==> config.mk <==
export PLATFORM = sky130hd
export DESIGN_NAME = reg_pipe
export DESIGN_NICKNAME = d
export VERILOG_FILES = /design/src/rtl/reg_pipe.sv
export SDC_FILE = /design/constraint.sdc
export NUM_CORES = 1
export LEC_CHECK = 0
export CORE_MARGIN = 2
export CORE_UTILIZATION = 45
export DETAILED_ROUTE_END_ITERATION = 16
export GPL_TIMING_DRIVEN = 0
export PLACE_DENSITY = 0.73
export SKIP_CTS_REPAIR_TIMING = 1
export SLEW_MARGIN = 20
export SYNTH_ARGS = -nofsm -noshare
export SYNTH_HDL_FRONTEND = slang
export SYNTH_SLANG_ARGS = --single-unit
==> constraint.sdc <==
create_clock -name clk -period 2.4 [get_ports clk]
set_input_delay 0.72 -clock clk [delete_from_list [all_inputs] [get_ports clk]]
set_output_delay 0.72 -clock clk [all_outputs]
set_load 0.02 [all_outputs]
==> src/rtl/reg_pipe.sv <==
// reg_pipe: elastic register pipeline of DEPTH valid/ready stages, WIDTH bits wide.
// Adds synchronous flush and an output force override whose value stays on
// out_data after release until real data reaches the last stage.
//
// Handshake: a word transfers on a clock edge where valid and ready are both
// high. Valid does not depend on ready. in_ready depends combinationally on
// out_ready through the stage move chain, so a full pipe can accept a word in
// the same cycle that its last stage drains.
module reg_pipe #(
    parameter int               WIDTH   = 8,
    parameter int               DEPTH   = 4,
    parameter logic [WIDTH-1:0] RST_VAL = {WIDTH{1'b0}}
) (
    input  logic                         clk,
    input  logic                         rstn,
    input  logic                         in_valid,
    output logic                         in_ready,
    input  logic [WIDTH-1:0]             in_data,
    output logic                         out_valid,
    input  logic                         out_ready,
    output logic [WIDTH-1:0]             out_data,
    input  logic                         flush,
    input  logic                         force_en,
    input  logic [WIDTH-1:0]             force_val,
    output logic [$clog2(DEPTH+1)-1:0]   occupancy
);

    localparam int L     = DEPTH - 1;
    localparam int OCC_W = $clog2(DEPTH + 1);

    // Per-stage valid bits and data; sticky holds the last forced value
    logic [DEPTH-1:0] v_q, v_d;
    logic [WIDTH-1:0] d_q [DEPTH];
    logic [WIDTH-1:0] d_d [DEPTH];
    logic             sticky_q, sticky_d;
    logic [WIDTH-1:0] sticky_val_q, sticky_val_d;

    logic [DEPTH-1:0] mv;
    logic             out_fire;
    logic             in_fire;

    // The output is masked while forcing and while the forced value is still sticky
    assign out_valid = v_q[L] & ~force_en & ~sticky_q;
    assign out_data  = force_en ? force_val : (sticky_q ? sticky_val_q : d_q[L]);
    assign out_fire  = out_valid & out_ready;

    // Stage i moves unless it and every stage after it are full with no drain
    always_comb begin
        logic blocked;
        blocked = ~out_fire;
        mv      = '0;
        for (int i = L; i >= 0; i--) begin
            blocked = blocked & v_q[i];
            mv[i]   = ~force_en & v_q[i] & ~blocked;
        end
    end

    assign in_ready = ~force_en & ~flush & (~v_q[0] | mv[0]);
    assign in_fire  = in_valid & in_ready;

    // Next state: flush beats force, force freezes the stages, otherwise shift
    always_comb begin
        v_d          = v_q;
        d_d          = d_q;
        sticky_d     = sticky_q;
        sticky_val_d = sticky_val_q;
        if (flush) begin
            v_d      = '0;
            sticky_d = 1'b0;
        end else if (force_en) begin
            sticky_d     = 1'b1;
            sticky_val_d = force_val;
        end else begin
            // Clear every mover first so a stage that is also reloaded ends valid
            v_d = v_q & ~mv;
            for (int i = 0; i < L; i++) begin
                if (mv[i]) begin
                    v_d[i+1] = 1'b1;
                    d_d[i+1] = d_q[i];
                end
            end
            if (in_fire) begin
                v_d[0] = 1'b1;
                d_d[0] = in_data;
            end
            // Real data in the last stage releases the sticky forced value
            if (v_d[L]) begin
                sticky_d = 1'b0;
            end
        end
    end

    // State registers with synchronous active-low reset
    always_ff @(posedge clk) begin
        if (!rstn) begin
            v_q          <= '0;
            sticky_q     <= 1'b0;
            sticky_val_q <= '0;
            for (int i = 0; i < DEPTH; i++) begin
                d_q[i] <= RST_VAL;
            end
        end else begin
            v_q          <= v_d;
            d_q          <= d_d;
            sticky_q     <= sticky_d;
            sticky_val_q <= sticky_val_d;
        end
    end

    // Occupancy is the number of valid stages
    always_comb begin
        occupancy = '0;
        for (int i = 0; i < DEPTH; i++) begin
            occupancy = occupancy + OCC_W'(v_q[i]);
        end
    end

endmodule
## Word level (Yosys, flattened, before mapping)

Index checks and enable logic that the tools add are counted.
W data, S select, Z words.

| cells by class | value |
|---|---|
| $add $sub $neg | 3 |
| multiply operators | 0 |
| div/mod/pow operators | 0 |
| order comparisons | 0 |
| equal/unequal tests | 0 |
| shift-type cells | 0 |
| multiplexer cells | 10 |
| bitwise logic cells | 30 |
| reduce and logical (&&, ||, !) cells | 7 |

Operators with widths:

| operator | count |
|---|---|
| $and A1 B1 Y1 | 17 |
| $mux W8 | 2 |
| $reduce_and A3 Y1 | 4 |
| $not A1 Y1 | 10 |
| $mux W1 | 8 |
| $and A4 B4 Y4 | 1 |
| $not A4 Y4 | 1 |
| $add A2 B1 Y3 | 1 |
| $add A3 B1 Y3 | 1 |
| $add A1 B1 Y2 | 1 |
| $reduce_and A2 Y1 | 1 |
| $reduce_bool A2 Y1 | 1 |
| $reduce_or A2 Y1 | 1 |
| $or A1 B1 Y1 | 1 |

| storage, ports and cells | value |
|---|---|
| register bits after elaboration | 45 |
| bits in latches | 0 |
| bits in writable memories | 0 |
| bits in read-only memories | 0 |
| input port bits | 22 |
| output and inout bits | 13 |
| word-level logic and storage cells | 57 |
| memories kept | 0 |

## Logic depth before layout (Yosys ltp)

Gate-level depths: netlist (run 1).

| logic depth | value |
|---|---|
| depth in word-level cells | 18 |
| gate-level depth with buffers | 6 |
| mapped depth without buffers | 5 |

## Worst setup path after synthesis (run 1)

OpenSTA, ideal clock, no wires.

| timing | value |
|---|---|
| path kind | input to output |
| start | in force_en |
| end | out in_ready |
| data arrival time | 1,864 ps |
| required time | 1,680 ps |
| slack | -184 ps |
| stages on the path | 3 |
| path buffers | 1 |
| cells stage by stage | or3b_1 -> buf_2 -> a311oi_1 |

| on the way | value |
|---|---|
| longest elaborated chain between the ends | 13 |
| elaborated cells on any way between the ends | 15 |
| classes of those cells | 15 x bitwise |

RTL lines:

| item | RTL line | RTL |
|---|---|---|
| start, declared | 23 | `input logic force_en,` |
| $not A1 Y1 (no line) * | -- |  |
| $and A1 B1 Y1 (2 in a row) | 43 | `assign out_valid = v_q[L] & ~force_en & ~sticky_q;` |
| $and A1 B1 Y1 | 45 | `assign out_fire = out_valid & out_ready;` |
| $not A1 Y1 | 50 | `blocked = ~out_fire;` |
| $and A1 B1 Y1 (4 in a row) | 53 | `blocked = blocked & v_q[i];` |
| $not A1 Y1 | 54 | `mv[i] = ~force_en & v_q[i] & ~blocked;` |
| $and A1 B1 Y1 | 54 |  |
| $or A1 B1 Y1 | 58 | `assign in_ready = ~force_en & ~flush & (~v_q[0] \| mv[0]);` |
| $and A1 B1 Y1 * | 58 |  |
| end, declared | 17 | `output logic in_ready,` |

Mark *: on every way between the ends. The rest lies on a longest branch, timed or not.

## Worst setup path after layout (run 1)

| timing | value |
|---|---|
| start | reg v_q[3] |
| end | out occupancy[1] |

| on the way | value |
|---|---|
| longest elaborated chain between the ends | 1 |

RTL lines:

| item | RTL line | RTL |
|---|---|---|
| start, declared | 32 | `logic [DEPTH-1:0] v_q, v_d;` |
| start signal, assigned | 103 | `v_q <= v_d;` |
| $add A3 B1 Y3 | 114 | `occupancy = occupancy + OCC_W'(v_q[i]);` |
| end, declared | 25 | `output logic [$clog2(DEPTH+1)-1:0] occupancy` |

Every way passes these cells.

==> results.md, run 1 <==
- CTS Buf Count: 5
- Fillers: 401
- Die width: between 70 and 80 um
- Mapped Cells: 215
- Io pins: 35
- Total of max-cap violations: 0
- DR top layer: met4
- Area of the mapped netlist: between 0.0015 and 0.002 mm^2
- Overall Global Routing Usage: 0.1648
- Unrepaired setup endpoints after global routing: true
- CTS H-tree lvls: 2
- Gpl congestion: 0.7642
- VDD IR max: 377.2 uV
- EDFF count, synth: 0
- Row Count: 24
- Tmin final: about 2.6 ns
- Root Buffer: clkbuf_8
- Largest net degree at the start of global routing: 14
- Status: finished with violations
- Initial antenna violation count: 0
- Die H: ~70 um
- Max Fclk: 389.8 MHz
- Post-route met1 wirelength: roughly 1900 um
- FF+latch count, synth: between 40 and 50
- Synth warn: 0
- Worst path most repeated cell: ha_4
- Layout cell share with drive strength beyond 1: 0.1648
- CP endpoint kind: primary output
- Worst setup startpoint: v_q[3]
- Hold Path Cell Cnt: 2
- GRT Residual Overflow: 0
- Synth unique cells: 30
- Synth top area share: 0.4566
- CP cell instances: inv_4 -> fa_1 -> inv_2 -> ha_4 -> ha_4 -> buf_6
- Post-synthesis net count: 240
- Drt wl/cell: 12.65 um
- Layout area overhead: 29.49%
- DR DRC count: 0
- Longest Clk Path Bufs: 2
- Max incr delay on CP: 0.55 ns
- Vias after detailed routing: 1,579
- Vias per cell: between 5 and 6
- Reg2reg end: d_q[22]
- Most used DFF post-synth: dfxtp_1
- Core Region: approximately 0.0043 mm^2
- Failing checks: negative setup slack
- Yosys top cell by area: dfxtp_1
- Vias in the first global route: 1,456
- Worst Setup Start Kind: flip-flop
- ANT nets after route: 0
- Clock transition at path regs: 0.08 ns
- Skew final: 0.006262 ns
- Fin nets: roughly 290
- Post-route setup slack: -0.1652 ns
- Leak: 0.0009878 uW
- Final Hold Vio Count: 0
- WP data arrival: 1.85 ns
- Synth area leaders: dfxtp_1 (46%), mux2i_1 (16%), o21ai_0 (6.3%)
- Slew margin rel.: 0.5193
- Full die area: 0.004930 mm^2
- Met3 routed wirelength: 196 um
- R2r worst-path depth: 7
- Reg2Reg Launch Point: sticky_q
- Sequential-to-total area share from yosys stat: 0.4566
- Critical path class: flip-flop to primary output
- Slew @ Worst Pin: 0.7211 ns
- Met2 Wirelength: 1775 um
- Clk Latency, worst-skew pair: 0.30 ns
- CP max FO: 5
- Initial DRC count: 61
- Starting density of the core: 0.4595
- Final period utilization: 1.069
- R2R Setup Slk: 0.39 ns
- Min-Delay Startpoint: d_q[22]
- Port bufs: 34
- Routed WL: 3958 um
- Power Dens Cells: 553.0 mW/mm^2
- First-pass GRT wire length: 6541 um
- Hold path endpoint: d_q[14]
- Post-synth ARST share: 0
- Detailed Place HPWL: around 2800 um
- CTS tree: yes
- # setup viols final: 4
- DRT Pass-1 Iters: 5
- Slew Viols, Final: 0
- Final Power: approximately 1400 uW
- Req. time, crit path: 1.68 ns
- Mean Syn Cell Area: 9.177 um^2
- DP Worst Slack: -1.162 ns
- Ant. Diodes: 0
- Worst min path class: flip-flop to flip-flop
- Clock sink count: 45
- Slowest cell on crit path: fa_1
[cell type report]
| type | instances | area (um^2) | area share |
|---|---|---|---|
| buffer | 15 | 86.33 | 0.03379 |
| inverter | 6 | 25.02 | 0.009794 |
| clock inverter | 1 | 5.005 | 0.001959 |
| timing repair buffer | 38 | 344.1 | 0.1347 |
| multi-input combinational | 149 | 1025 | 0.4011 |
| clock buffer | 7 | 96.34 | 0.03771 |
| tap | 52 | 65.06 | 0.02547 |
| sequential | 45 | 908.4 | 0.3555 |
[registers in the layout (all words and copies together), names as in the netlist]
name	count
d_q	32
sticky_q	1
sticky_val_q	8
v_q	4
[worst max path at each step]
stage,cells after the start,endpoint,slack [ns]
CTS,6,out_data[1],-1.17
finish,6,occupancy[1],-0.17
floorplan,3,in_ready,0.02
detailed placement,6,out_data[1],-1.16
global route,6,occupancy[1],-0.22
global placement,6,out_data[1],-1.15
[metal layers]
metal  up-vias  global-route usage
met3         5             0.04473
li1        827                   -
met5         -                   0
met2        44              0.2444
met4         0             0.07692
met1       703              0.2231
[through the flow]
step                std cells  utilization  TNS (ns)  hold slack [ns]  cell area (um^2)
finish                    313       0.5950   -0.2872           0.4561              2555
global route              313       0.5950   -0.4678           0.4724              2555
CTS                       309       0.5790    -16.60           0.4582              2486
detailed placement        301       0.5554    -26.58           0.4512              2385
global placement          301       0.5554    -25.43           0.4466              2385
floorplan                 215            -         0           0.4350              1979
[cell usage after synthesis, types with 2 or more instances]
library cell / count
nand3_1: 16
o21ai_0: 25
mux2i_1: 32
clkbuf_1: 12
nor2_1: 3
nand2b_1: 3
ha_1: 2
nor2b_1: 18
nand2_1: 32
inv_1: 6
a21oi_1: 3
dfxtp_1: 45
[where the power goes]
group | total (uW) | internal [uW] | switching, uW
clock | 501 | 260 | 241
sequential | 761 | 756 | 4.88
combinational | 151 | 75.0 | 75.7
[cells by family (layout without fill, tap and decap cells)]
group / count (synthesis) / count (layout) / share of synthesized area
AOI/OAI and AO/OA: 36 / 36 / 0.1160
muxes: 32 / 32 / 0.1623
DFF: 45 / 45 / 0.4566
buffers and inverters: 21 / 67 / 0.04438
adders and majority gates: 3 / 3 / 0.02283
and+or+nand+nor: 78 / 78 / 0.1979
[worst max-delay path, delay by kind of cell (launching register included)]
kind                       cells  cell delay (ns)
adders and majority gates      3             0.95
DFF                            1             0.40
buffers and inverters          3             0.20
[placed cells by master, fill, tap and decap left out, types with 2 or more instances in the layout]
cell type        instances
o21ai_0                 25
inv_1                    4
clkbuf_8                 7
a21oi_1                  3
nand2b_1                 3
mux2i_1                 32
dfxtp_1                 43
buf_4                    5
nor2b_1                 18
clkbuf_1                 7
ha_4                     2
clkbuf_2                10
dlymetal6s2s_1           3
nor2_1                   3
nand2_1                 32
dfxtp_4                  2
nand3_1                 16
clkdlybuf4s50_1         18
buf_6                    6
No activity file was read; power rests on OpenSTA's default activity.
==> run 2, diff against run 1 <==
--- a/config.mk
+++ b/config.mk
@@ -5,7 +5,6 @@
 export SDC_FILE = /design/constraint.sdc
 export NUM_CORES = 1
 export LEC_CHECK = 0
-export CORE_MARGIN = 2
 export CORE_UTILIZATION = 45
 export DETAILED_ROUTE_END_ITERATION = 16
 export GPL_TIMING_DRIVEN = 0
==> results.md, run 2 (synthesis results as in run 1) <==
- Drt wl/cell: 12.79 um (+1.1%)
- CTS Buf Count: 5 (unchanged)
- Skew final: 0.004213 ns (-0.002050 ns)
- Vias per cell: 5.013 (-0.63%)
- Final period utilization: 1.051 (-0.01746)
- Unrepaired setup endpoints after global routing: true
- Clock transition at path regs: 0.08 ns (about the same)
- Die width: 68.22 um (-2.8%)
- VDD IR max: 325.0 uV (-14%)
- Biggest regs: d_q (32), sticky_val_q (8), v_q (4)
- Post-route setup slack: -0.1233 ns (+0.04190 ns)
- Layout area overhead: 28.35%
- Most frequent cells in the layout: dfxtp_1 (43), mux2i_1 (32), nand2_1 (32)
- Clock sink count: 45 (unchanged)
- Die H: 68.22 um (-2.8%)
- Layout cell share with drive strength beyond 1: 0.1863 (+0.02156)
- Longest Clk Path Bufs: 2 (unchanged)
- Overall Global Routing Usage: 0.1858 (+0.02092)
- Row Count: 23 (-4.2%)
- Starting density of the core: 0.4795 (+0.01998)
- Port bufs: 34 (unchanged)
- WP data arrival: 1.80 ns (-0.05 ns)
- CTS H-tree lvls: 2 (unchanged)
- CP endpoint kind: primary output
- Core Region: 0.004115 mm^2 (-4.2%)
- Ant. Diodes: 0 (unchanged)
- ANT nets after route: 0 (unchanged)
- Failing checks: negative setup slack
- Reg area: 908.4 um^2 (unchanged)
- Multi-input gate area: 0.001027 mm^2 (+0.24%)
- CTS tree: yes
- Root Buffer: clkbuf_8
- Power Dens Cells: 531.9 mW/mm^2 (-3.8%)
- Detailed Place HPWL: 2769 um (-1.9%)
- Max reg flops: 32 (unchanged)
- Largest net degree at the start of global routing: 14 (unchanged)
- Initial DRC count: 41 (-33%)
- Commonest non-fill, non-tap cell in the layout: dfxtp_1
- First-pass GRT wire length: 6299 um (-3.7%)
- CP max FO: 3 (-2)
- Critical path class: flip-flop to primary output
- GRT Residual Overflow: 0 (unchanged)
- Vias in the first global route: 1,362 (-6.5%)
- Slew margin rel.: 0.4816 (-0.03770)
- Slew Viols, Final: 0 (unchanged)
- DR DRC count: 0 (unchanged)
- Io pins: 35 (unchanged)
- DP Worst Slack: -1.184 ns (-0.02164 ns)
- Tmin final: 2.523 ns (-0.04190 ns)
- Status: finished with violations
- Req. time, crit path: 1.68 ns (about the same)
- DRT Pass-1 Iters: 4 (-1)
- Fin nets: 287 (+0.70%)
- Full die area: 0.004653 mm^2 (-5.6%)
- Leak: 0.0009630 uW (-2.5%)
- # setup viols final: 3 (-1)
- Gpl congestion: 0.7978 (+4.4%)
- Max Fclk: 396.3 MHz (+1.7%)
- Fin Hold WS: 0.4586 ns (+0.002411 ns)
- Total of max-cap violations: 0 (unchanged)
- Fillers: 387 (-3.5%)
- Routed WL: 4002 um (+1.1%)
- Final Hold Vio Count: 0 (unchanged)
- Final Power: 1347 uW (-4.7%)
- Top reg by flops: d_q
- Worst min path class: flip-flop to flip-flop
- Vias after detailed routing: 1,569 (-0.63%)
- Clk Latency, worst-skew pair: 0.29 ns (about the same)
- Worst Setup Start Kind: flip-flop
- Slew @ Worst Pin: 0.7777 ns (+0.05656 ns)
- Initial antenna violation count: 0 (unchanged)
[run 2: worst paths after layout]
| check | startpoint | endpoint | slack, ns | depth (start not counted) |
|---|---|---|---|---|
| max | v_q[1] | occupancy[1] | -0.12 | 6 |
| min | d_q[18] | d_q[10] | 0.46 | 2 |
| max reg2reg | sticky_q | d_q[21] | 0.39 | 7 |
| min reg2reg | d_q[18] | d_q[10] | 0.46 | 2 |
[run 2: routing by layer]
metal  global-route usage  part of all wire
met1               0.2467              0.50
met2               0.2855              0.44
met3              0.05000             0.037
met4              0.07031             0.015
met5                    0                 0
[run 2: power breakdown]
group | internal [uW] | leakage (uW) | total [uW] | switching, uW
Sequential | 756 | 0.000366 | 761 | 4.81
Combinational | 73.3 | 0.000552 | 149 | 75.8
Clock | 202 | 0.0000450 | 437 | 235
Total | 1030 | 0.000963 | 1350 | 316
[run 2: through the flow]
stage,area [um^2],TNS (ns),util,std cells
floorplan,1979,0,-,215
global placement,2382,-25.38,0.5789,299
detailed placement,2382,-25.94,0.5789,299
CTS,2465,-15.95,0.5990,307
global route,2532,-0.3234,0.6154,313
finish,2532,-0.1779,0.6154,313
[run 2: final cells by class]
cell class,count,share of cell area
timing repair buffer,40,0.1359
inverter,6,0.009881
sequential,45,0.3587
clock buffer,6,0.02866
clock inverter,2,0.003953
tap,50,0.02470
buffer,15,0.03261
multi-input combinational,149,0.4056
[run 2: worst max-delay path, cell delays in order, from the launching register on]
cell and delay, ns:
dfxtp_1 0.36, inv_2 0.07, fa_1 0.52, inv_2 0.05, ha_4 0.16, ha_4 0.25
buf_6 0.10
